$ cat src/rtl/alu_pkg.sv
// Shared constants for the ALU shift/multiply path: operand width and op encoding.
package alu_pkg;

    localparam int WIDTH = 8;

    localparam logic [1:0] OP_MULT = 2'b00;
    localparam logic [1:0] OP_SL   = 2'b01;
    localparam logic [1:0] OP_SRA  = 2'b10;
    localparam logic [1:0] OP_ROR  = 2'b11;

endpackage

$ cat src/rtl/right_shifter8.sv
// 8-bit right barrel shifter shared by arithmetic shift right and rotate right.
// Stages shift by 1/2/4; a final stage saturates to the sign fill when the
// amount is 8 or more (arithmetic mode only; rotate uses amount modulo 8).
module right_shifter8
    import alu_pkg::*;
(
    input  logic [WIDTH-1:0] data,
    input  logic [WIDTH-1:0] amount,
    input  logic             rotate,
    output logic [WIDTH-1:0] result
);

    logic             fill;
    logic [WIDTH-1:0] s1;
    logic [WIDTH-1:0] s2;
    logic [WIDTH-1:0] s4;

    // Barrel stages: the bits shifted in come from the other end when rotating,
    // otherwise from the sign bit.
    always_comb begin
        fill = data[WIDTH-1];

        if (amount[0])
            s1 = rotate ? {data[0], data[7:1]} : {fill, data[7:1]};
        else
            s1 = data;

        if (amount[1])
            s2 = rotate ? {s1[1:0], s1[7:2]} : {{2{fill}}, s1[7:2]};
        else
            s2 = s1;

        if (amount[2])
            s4 = rotate ? {s2[3:0], s2[7:4]} : {{4{fill}}, s2[7:4]};
        else
            s4 = s2;

        if (!rotate && (|amount[7:3]))
            result = {WIDTH{fill}};
        else
            result = s4;
    end

endmodule

$ cat src/rtl/alu_shift_mul_unit.sv
// Registered 8-bit multiply / shift / rotate unit with a one-cycle result latency.
module alu_shift_mul_unit
    import alu_pkg::*;
(
    input  logic             CLK,
    input  logic             RESET,
    input  logic             IN_VALID,
    input  logic [1:0]       OP,
    input  logic [WIDTH-1:0] DATA1,
    input  logic [WIDTH-1:0] DATA2,
    output logic [WIDTH-1:0] RESULT,
    output logic             ZERO,
    output logic             OUT_VALID
);

    logic [WIDTH-1:0] mult_res;
    logic [WIDTH-1:0] sl_res;
    logic [WIDTH-1:0] rsh_res;
    logic [WIDTH-1:0] next_result;
    logic [WIDTH-1:0] sl1;
    logic [WIDTH-1:0] sl2;
    logic [WIDTH-1:0] sl4;

    right_shifter8 u_rsh (
        .data   (DATA1),
        .amount (DATA2),
        .rotate (OP == OP_ROR),
        .result (rsh_res)
    );

    // Shift-and-add multiplier; only the low byte is kept, which is the same
    // for signed and unsigned operands.
    always_comb begin
        mult_res = '0;
        for (int i = 0; i < WIDTH; i++) begin
            if (DATA2[i])
                mult_res = mult_res + (DATA1 << i);
        end
    end

    // Left barrel shifter, zero fill, cleared for amounts of 8 or more.
    always_comb begin
        sl1    = DATA2[0] ? {DATA1[6:0], 1'b0} : DATA1;
        sl2    = DATA2[1] ? {sl1[5:0], 2'b00}  : sl1;
        sl4    = DATA2[2] ? {sl2[3:0], 4'h0}   : sl2;
        sl_res = (|DATA2[7:3]) ? '0 : sl4;
    end

    // Operation select.
    always_comb begin
        next_result = mult_res;
        case (OP)
            OP_MULT: next_result = mult_res;
            OP_SL:   next_result = sl_res;
            OP_SRA:  next_result = rsh_res;
            OP_ROR:  next_result = rsh_res;
            default: next_result = mult_res;
        endcase
    end

    // Output register; ZERO tracks the value being loaded, not the old RESULT.
    always_ff @(posedge CLK) begin
        if (RESET) begin
            RESULT    <= '0;
            ZERO      <= 1'b1;
            OUT_VALID <= 1'b0;
        end else begin
            OUT_VALID <= IN_VALID;
            if (IN_VALID) begin
                RESULT <= next_result;
                ZERO   <= (next_result == '0);
            end
        end
    end

endmodule

$ cat config.mk
export PLATFORM = sky130hd
export DESIGN_NAME = alu_shift_mul_unit
export DESIGN_NICKNAME = d
export VERILOG_FILES = /design/src/rtl/alu_pkg.sv /design/src/rtl/right_shifter8.sv /design/src/rtl/alu_shift_mul_unit.sv
export SDC_FILE = /design/constraint.sdc
export NUM_CORES = 1
export LEC_CHECK = 0
export ABC_AREA = 1
export CORE_MARGIN = 2
export CORE_UTILIZATION = 58
export CTS_BUF_LIST = sky130_fd_sc_hd__clkbuf_8
export DETAILED_ROUTE_END_ITERATION = 8
export PLACE_DENSITY = 0.83
export SLEW_MARGIN = 20
export SYNTH_ARGS = -nofsm -noshare
export SYNTH_HDL_FRONTEND = slang
export SYNTH_HIERARCHICAL = 1
export SYNTH_SLANG_ARGS = --single-unit
$ cat constraint.sdc
create_clock -name CLK -period 8.43 [get_ports CLK]
set_input_delay 1.686 -clock CLK [delete_from_list [all_inputs] [get_ports CLK]]
set_output_delay 1.686 -clock CLK [all_outputs]
set_load 0.1 [all_outputs]
Word level (Yosys, flattened, before mapping)
Index checks and enable logic that the tools add are counted.

cells by class
  reduce and logical (&&, ||, !) cells = 6
  bitwise logic cells = 0
  multipliers = 0
  divide/modulo/power cells = 0
  magnitude comparators = 0
  add/sub/neg operators = 7
  eq/ne operators = 3
  shift operators = 0
  muxes and demuxes = 20

operators by type and width
  operator                                              count
  2-to-1 mux 8 bit                                      19
  adder 8 bit                                           7
  one-hot mux 8 bit (3 select lines)                    1
  zero test 8 bit                                       1
  OR reduction 5 bit                                    1
  equality test 2 bit (second input constant)           2
  equality test 2 x 1 -> 1 bit (second input constant)  1
  zero test 2 bit                                       1
  OR reduction 2 bit                                    1
  logical AND 1 bit                                     1
  zero test 1 bit                                       1

word-level totals
  logic and storage cells = 39
  flip-flop bits (word level) = 10
  latch bits = 0
  memories kept = 0
  output and inout bits = 10
  bits in writable memories = 0
  input bits = 21
  memory bits (read-only) = 0

Depth between registers and ports, before layout
Gate-level depths: netlist (run 1).

  depth in word-level cells = 17
  mapped depth = 47
  mapped depth without buffers = 46

Cells and area by module
Netlist (run 1), hierarchy kept.

modules (own cells, without submodules)
  module              instances  sequential area each (um^2)  cells an instance  area an instance (um^2)
  alu_shift_mul_unit  1          200.2                        353                1969.4
  right_shifter8      1          0.0                          99                 439.2

Worst setup path after synthesis (run 1)
OpenSTA, ideal clock, no wires.

  kind = input to register
  from = input port DATA2[0]
  to = register ZERO
  data arrival time = 7.093 ns
  library setup time = 0.117 ns
  path buffers = 1
  required time = 8.313 ns
  stages on the path = 43
  setup slack = 1.220 ns
  path through = buf_4 -> nand2_1 -> inv_1 -> ha_1 -> ha_1 -> inv_1 -> nand2_1 -> xor2_1 -> nand2_1 -> o21ai_2 -> inv_1 -> fa_1 -> nand2_1 -> o21ai_2 -> inv_1 -> ha_1 -> fa_1 -> nand2_1 -> (+7 left out) -> ha_1 -> fa_1 -> or2_2 -> nand2_1 -> inv_1 -> ha_1 -> a21oi_1 -> o21ai_0 -> xor2_1 -> inv_1 -> nand3_1 -> nand2_1 -> nand2_1 -> nand3_1 -> nand3_1 -> nor2_1 -> nand3_1 -> nand2_1

on the way
  longest elaborated chain between the ends = 17
  elaborated cells on any way between the ends = 27
  those cells by class = 7 x add/sub; 19 x mux; 1 x reduce/logical

RTL lines
  item                                    line                      text
  from (decl)                             alu_shift_mul_unit.sv:10  input logic [WIDTH-1:0] DATA2,
  2-to-1 mux 8 bit                        alu_shift_mul_unit.sv:36  if (DATA2[i])
  adder 8 bit                             alu_shift_mul_unit.sv:37  mult_res = mult_res + (DATA1 << i);
  2-to-1 mux 8 bit                        alu_shift_mul_unit.sv:36
  adder 8 bit                             alu_shift_mul_unit.sv:37
  2-to-1 mux 8 bit                        alu_shift_mul_unit.sv:36
  adder 8 bit                             alu_shift_mul_unit.sv:37
  2-to-1 mux 8 bit                        alu_shift_mul_unit.sv:36
  adder 8 bit                             alu_shift_mul_unit.sv:37
  2-to-1 mux 8 bit                        alu_shift_mul_unit.sv:36
  adder 8 bit                             alu_shift_mul_unit.sv:37
  2-to-1 mux 8 bit                        alu_shift_mul_unit.sv:36
  adder 8 bit                             alu_shift_mul_unit.sv:37
  2-to-1 mux 8 bit                        alu_shift_mul_unit.sv:36
  adder 8 bit                             alu_shift_mul_unit.sv:37
  2-to-1 mux 8 bit                        alu_shift_mul_unit.sv:36
  one-hot mux 8 bit (3 select lines) (*)  alu_shift_mul_unit.sv:52  case (OP)
  zero test 8 bit (*)                     alu_shift_mul_unit.sv:71  ZERO <= (next_result == '0);
  to (signal assigned)                    alu_shift_mul_unit.sv:71
  to (decl)                               alu_shift_mul_unit.sv:12  output logic ZERO,

Every way passes the cells marked *; elsewhere a longest branch is shown, timed or not.
A chain may end at the register's enable or synchronous reset.

Worst setup path in the final report (run 1)
  from = input port DATA1[3]
  to = register ZERO

on the way
  longest elaborated chain between the ends = 17
  elaborated cells on any way between the ends = 28
  those cells by class = 7 x add/sub; 20 x mux; 1 x reduce/logical

RTL lines
  item                                    line                      text
  from (decl)                             alu_shift_mul_unit.sv:9   input logic [WIDTH-1:0] DATA1,
  2-to-1 mux 8 bit                        alu_shift_mul_unit.sv:36
  adder 8 bit                             alu_shift_mul_unit.sv:37
  2-to-1 mux 8 bit                        alu_shift_mul_unit.sv:36
  adder 8 bit                             alu_shift_mul_unit.sv:37
  2-to-1 mux 8 bit                        alu_shift_mul_unit.sv:36
  adder 8 bit                             alu_shift_mul_unit.sv:37
  2-to-1 mux 8 bit                        alu_shift_mul_unit.sv:36
  adder 8 bit                             alu_shift_mul_unit.sv:37
  2-to-1 mux 8 bit                        alu_shift_mul_unit.sv:36
  adder 8 bit                             alu_shift_mul_unit.sv:37
  2-to-1 mux 8 bit                        alu_shift_mul_unit.sv:36
  adder 8 bit                             alu_shift_mul_unit.sv:37
  2-to-1 mux 8 bit                        alu_shift_mul_unit.sv:36
  adder 8 bit                             alu_shift_mul_unit.sv:37
  2-to-1 mux 8 bit                        alu_shift_mul_unit.sv:36
  one-hot mux 8 bit (3 select lines) (*)  alu_shift_mul_unit.sv:52
  zero test 8 bit (*)                     alu_shift_mul_unit.sv:71

Marked as above.

==> results.json, run 1 <==
{
  "status": "completed",
  "synth.top_cell.area_share": 0.220,
  "cts_tree": "built",
  "core_um2": 4000,
  "netlist_area_um2": 2410,
  "fin_skew_ns": 0,
  "fin_cells": 533,
  "ys_top_cells_by_count": "nand2_1, inv_1, nand3_1",
  "yosys.cell_types.count": 31,
  "grt_util_all_layers": 0.294,
  "dieArea_um2": 4680,
  "drive_gt1_frac": 0.0518,
  "root_buffer": "clkbuf_8",
  "slew_headroom": 0.352,
  "cts_sinks": 10,
  "postCtsHoldBufs": 0,
  "end_kind": "register",
  "start_util": 0.602,
  "fillers": 398,
  "crit_fanout": 7,
  "port_buffers": 30,
  "setup_viol": 0,
  "wl_per_cell_um": 12.2,
  "max_freq_mhz": 129,
  "endpoint": "ZERO",
  "cp_data_required_time_ns": 8.55,
  "clkLatencyLatePin_ns": 0.23,
  "path_class": "input pin to register",
  "clkSlewWorstSetupHoldPaths_ns": 0.04,
  "grt_max_degree": 21,
  "antenna_cells": 0,
  "cts-htree-levels": 1,
  "max-cap-violations": 0,
  "finalHoldViolCount": 0,
  "synth_warnings": 6,
  "drv_slew": 0,
  "tightest_slew_ns": 0.969,
  "synth.most_common_cell": "nand2_1",
  "synth.avg_cell_area_um2": 5.33,
  "post-dp-hpwl_mm": 5.33,
  "overflow": 0,
  "vias": 2926,
  "hp-start": "ZERO",
  "pin_count": 31,
  "post-place-cells": 530,
  "place_area_um2": 2770,
  "synth_cells": 452,
  "r2r_end": "RESULT[5]",
  "cts_setup_buffers": 0,
  "routabilityCongestion": 0.996,
  "reg2reg_slack_ns": 7.74,
  "p_total_w": 0.000321,
  "start_kind": "input pin",
  "cp_slowest_cell": "clkdlybuf4s50_1",
  "cts_buffer_depth": 2,
  "area_growth_pct": 16.8,
  "synth_top_area_cell": "nand2_1",
  "stdcell_area_um2": 2810,
  "setup_ws_ns": 0.706,
  "synth_edf_count": 0,
  "ys_seq_area_frac": 0.0831,
  "pwr_density_cell_nw_per_um2": 114,
  "drc_errors": 0,
  "seqCellArea_um2": 200,
  "preCtsSetupSlack_ns": 0.249,
  "rsz0062_at_grt": "false",
  "synth_nets": 496,
  "grt_pass1_wl_mm": 10.6,
  "async_flop_share": 0,
  "critPathLaunch": "DATA1[3]",
  "slowest_delay_ns": 0.62,
  "vdd_drop_max_uv": 64.4,
  "final_nets": 529,
  "arrival_ns": 7.85,
  "finalCritPeriodShare": 0.916,
  "r2r_cells": 4,
  "leakage_nw": 1.60,
  "grt_pass1_vias": 2439,
  "period_minus_slack_ns": 7.72,
  "multi_input_area_um2": 1880,
  "ant_nets": 0,
  "cts_buffers": 3,
  "ys.flop_type": "dfxtp_1",
  "worstHoldPathType": "register to register",
  "rows": 23,
  "vias_per_cell": 5.49,
  "r2r-start": "RESULT[5]",
  "tns_ns": 0,
  "dr.pass1.iters": 5,
  "antenna_found_initial": 0,
  "drt_wl_total_mm": 6.52,
  "ys_ff_latch": 10,
  "yosys-top-cells-area": "nand2_1, nand3_1, inv_1",
  "dieWidth_um": 68.4,
  "drt_iter0_markers": 254,
  "die_y_um": 68.4,
  "cpMostUsedCell": "nand2_1"
}
-- how the worst min path moves through the flow --
stage	endpoint	slack (ns)	cells after the start
2_1_floorplan	RESULT[6]	0.98	4
3_3_place_gp	RESULT[3]	0.47	2
3_5_place_dp	ZERO	0.47	2
4_1_cts	ZERO	0.48	2
5_1_grt	ZERO	0.49	2
6_report	ZERO	0.48	2
-- cells by family after synthesis --
| family | Yosys count | synth area share |
|---|---|---|
| xor+xnor | 7 | 0.0255 |
| compound gates | 71 | 0.163 |
| fa+ha+maj | 23 | 0.132 |
| buf+inv | 80 | 0.138 |
| simple gates | 261 | 0.459 |
| flops | 10 | 0.0831 |
-- layout by cell type, fill, tap and decap left out, drive strengths merged --
| cell | n |
|---|---|
| o211ai | 4 |
| nor2 | 44 |
| nor3 | 3 |
| o21ai | 42 |
| clkdlybuf4s50 | 27 |
| o21bai | 2 |
| or2 | 2 |
| fa | 4 |
| clkbuf | 3 |
| dfxtp | 10 |
| a22oi | 2 |
| xor2 | 5 |
| ha | 19 |
| buf | 8 |
| a31oi | 2 |
| nand4 | 3 |
| a21oi | 19 |
| nand3 | 65 |
| nand2 | 143 |
| inv | 70 |
| dlymetal6s2s | 3 |
| nor4 | 1 |
| xnor2 | 2 |
-- stage by stage --
stage | util | hold slack (ns)
6_report | 0.703 | 0.478
5_1_grt | 0.703 | 0.490
4_1_cts | 0.702 | 0.479
3_5_place_dp | 0.691 | 0.467
3_3_place_gp | 0.691 | 0.467
2_1_floorplan | - | 0.982
-- critical path: cells and delay by family --
kind | cells | cell delay (ns)
fa+ha+maj | 7 | 2.31
xor+xnor | 2 | 0.34
buf+inv | 8 | 1.21
simple gates | 19 | 1.67
compound gates | 5 | 0.61
-- report_power, final --
group	total, W	leakage, nW	switching [W]	internal (W)
Combinational	0.000219	1.49	0.000141	0.0000779
Clock	0.0000487	0.0216	0.0000175	0.0000312
Sequential	0.0000529	0.0831	0.00000171	0.0000512
Total	0.000321	1.60	0.000161	0.000160
-- sequential cells by signal, summed over array words and instances, names as in the netlist --
signal	cells
ZERO	1
OUT_VALID	1
RESULT	8
-- cell type report --
| class | instances | area share |
|---|---|---|
| multi-input cells | 362 | 0.667 |
| repair buffers | 38 | 0.131 |
| inverters | 70 | 0.0943 |
| flip-flops and latches | 10 | 0.0711 |
| well taps | 50 | 0.0222 |
| clock buffers | 3 | 0.0147 |
-- layer usage --
| layer | global-route usage | routed length, um | up-vias |
|---|---|---|---|
| met5 | 0 | 0 | - |
| met4 | 0.0500 | 99 | 0 |
| met3 | 0.0230 | 395 | 12 |
| met2 | 0.519 | 3060 | 104 |
| met1 | 0.391 | 2960 | 1284 |
| li1 | - | - | 1526 |
-- timing repair --
item / 4_1_cts / 5_1_grt
hold endpoints to repair: 0 / 0
endpoints found under the setup margin: 0 / 2
resized for setup: 0 / 3
Note: power is estimated with default switching activity, not from simulation.
==> inputs of run 2 (changes only) <==
CORE_ASPECT_RATIO = 0.7   (was default)
==> results.json, run 2 (same netlist as run 1, synthesis figures left out) <==
{
  "status": "completed",
  "dieArea_um2": 4690,
  "tns_ns": 0,
  "crit_fanout": 7,
  "dieWidth_um": 81.0,
  "port_buffers": 30,
  "cpMostUsedCell": "nand2_1",
  "grt_util_all_layers": 0.325,
  "post-dp-hpwl_mm": 5.84,
  "period_minus_slack_ns": 7.74,
  "fin_skew_ns": 0,
  "slowest_delay_ns": 0.58,
  "max_freq_mhz": 129,
  "hold_depth": 2,
  "leakage_nw": 1.61,
  "cp_data_required_time_ns": 8.56,
  "drv_slew": 0,
  "hold_end": "RESULT[3]",
  "grt_pass1_wl_mm": 12.0,
  "cts_tree": "built",
  "root_buffer": "clkbuf_8",
  "p_int_w": 0.000170,
  "slew_headroom": 0.341,
  "multi_input_area_um2": 1880,
  "rsz0062_at_grt": "false",
  "drc_errors": 0,
  "cp_slowest_cell": "clkdlybuf4s50_1",
  "end_kind": "register",
  "max-cap-violations": 0,
  "cts_buffer_depth": 2,
  "drt_iter0_markers": 294,
  "start_kind": "input pin",
  "clkPwrFrac": 0.185,
  "reg_top3": "RESULT: 8 flops, OUT_VALID: 1 flops, ZERO: 1 flops",
  "post-place-cells": 533,
  "r2r-start": "RESULT[5]",
  "fillers": 365,
  "area_growth_pct": 17.8,
  "postCtsHoldBufs": 0,
  "final_nets": 530,
  "largest-register": "RESULT",
  "antenna_cells": 0,
  "setup_viol": 0,
  "cts-htree-levels": 1,
  "wl_per_cell_um": 13.7,
  "vdd_drop_max_uv": 158,
  "worstHoldPathType": "register to register",
  "clkLatencyLatePin_ns": 0.25,
  "finalCritPeriodShare": 0.918,
  "reg2reg_slack_ns": 7.72,
  "grt_pass1_vias": 2723,
  "path_class": "input pin to register",
  "cts_setup_buffers": 0,
  "cts_buffers": 3,
  "start_util": 0.610,
  "p_switching_w": 0.000170,
  "antenna_found_initial": 0,
  "mostFrequentLayoutCells": "nand2_1, inv_1, nand3_1",
  "routabilityCongestion": 0.994,
  "vias": 3070,
  "grt_max_degree": 19,
  "dr.pass1.iters": 6,
  "pwr_density_cell_nw_per_um2": 120,
  "cts_sinks": 10,
  "die_y_um": 57.9,
  "hp-start": "RESULT[3]",
  "vias_per_cell": 5.72,
  "r2r_end": "RESULT[5]",
  "clkSlewWorstSetupHoldPaths_ns": 0.05,
  "arrival_ns": 7.87,
  "core_um2": 3950,
  "fin_cells": 537,
  "drt_wl_total_mm": 7.33,
  "finalHoldViolCount": 0,
  "rows": 19,
  "r2r_cells": 4,
  "switching_share": 0.499,
  "p_seq_frac": 0.156,
  "drive_gt1_frac": 0.0557,
  "overflow": 0,
  "seqCellArea_um2": 200,
  "final_common_cell": "nand2_1",
  "tightest_slew_ns": 0.985,
  "ant_nets": 0,
  "p_comb_frac": 0.659,
  "pin_count": 31,
  "largest_reg_flops": 8
}
-- run 2: cell types whose count changed in the layout (fill, tap and decap cells not counted) --
cell / previous run / this run
buf_4: 8 / 9
clkbuf_8: 3 / 4
-- run 2: how the worst max path moves through the flow --
stage / slack, ns / from / to
CTS: 0.44 / DATA1[1] / ZERO
detailed placement: 0.22 / DATA1[1] / ZERO
global route: 0.09 / DATA1[3] / ZERO
floorplan: 1.22 / DATA2[0] / ZERO
global placement: 0.45 / DATA2[0] / ZERO
finish: 0.69 / DATA1[3] / ZERO
-- run 2: power groups by stage --
stage	clock [W]	combinational, W	sequential [W]
floorplan	0	0.000137	0.0000803
global route	0.0000640	0.000253	0.0000532
global placement	0	0.000215	0.0000537
finish	0.0000631	0.000224	0.0000530
detailed placement	0	0.000220	0.0000538
CTS	0.0000627	0.000221	0.0000529
-- run 2: critical path, delay by kind of cell --
kind | cells | cell delay (ns)
adders and majority gates | 7 | 2.30
and+or+nand+nor | 21 | 2.06
buffers and inverters | 7 | 0.95
AOI/OAI and AO/OA | 5 | 0.67
xor gates and xnor gates | 1 | 0.19
-- run 2: per-layer routing --
layer  GRT usage  wire length, um  vias up
li1            -                -     1533
met5           0                0        -
met4      0.0557               76        0
met2       0.545             3170      163
met3      0.0436              772       10
met1       0.454             3320     1364
-- run 2: stage by stage --
step | total power, W | util | cell area (um^2) | worst slack, ns | hold slack, ns
3_5_place_dp | 0.000273 | 0.703 | 2780 | 0.224 | 0.456
3_3_place_gp | 0.000268 | 0.703 | 2780 | 0.452 | 0.462
6_report | 0.000340 | 0.719 | 2840 | 0.691 | 0.490
5_1_grt | 0.000370 | 0.719 | 2840 | 0.0947 | 0.504
2_1_floorplan | 0.000218 | - | 2410 | 1.22 | 0.982
4_1_cts | 0.000337 | 0.717 | 2830 | 0.441 | 0.493
-- run 2: layout make-up --
cell class,count,share of cell area
clock buffer,4,0.0194
tap,52,0.0229
sequential,10,0.0705
multi-input combinational,362,0.661
timing repair buffer,39,0.132
inverter,70,0.0935
-- run 2: what timing repair did --
item,in CTS,in global routing
resized for setup,0,3
setup endpoints to repair,0,2
hold endpoints to repair,0,0
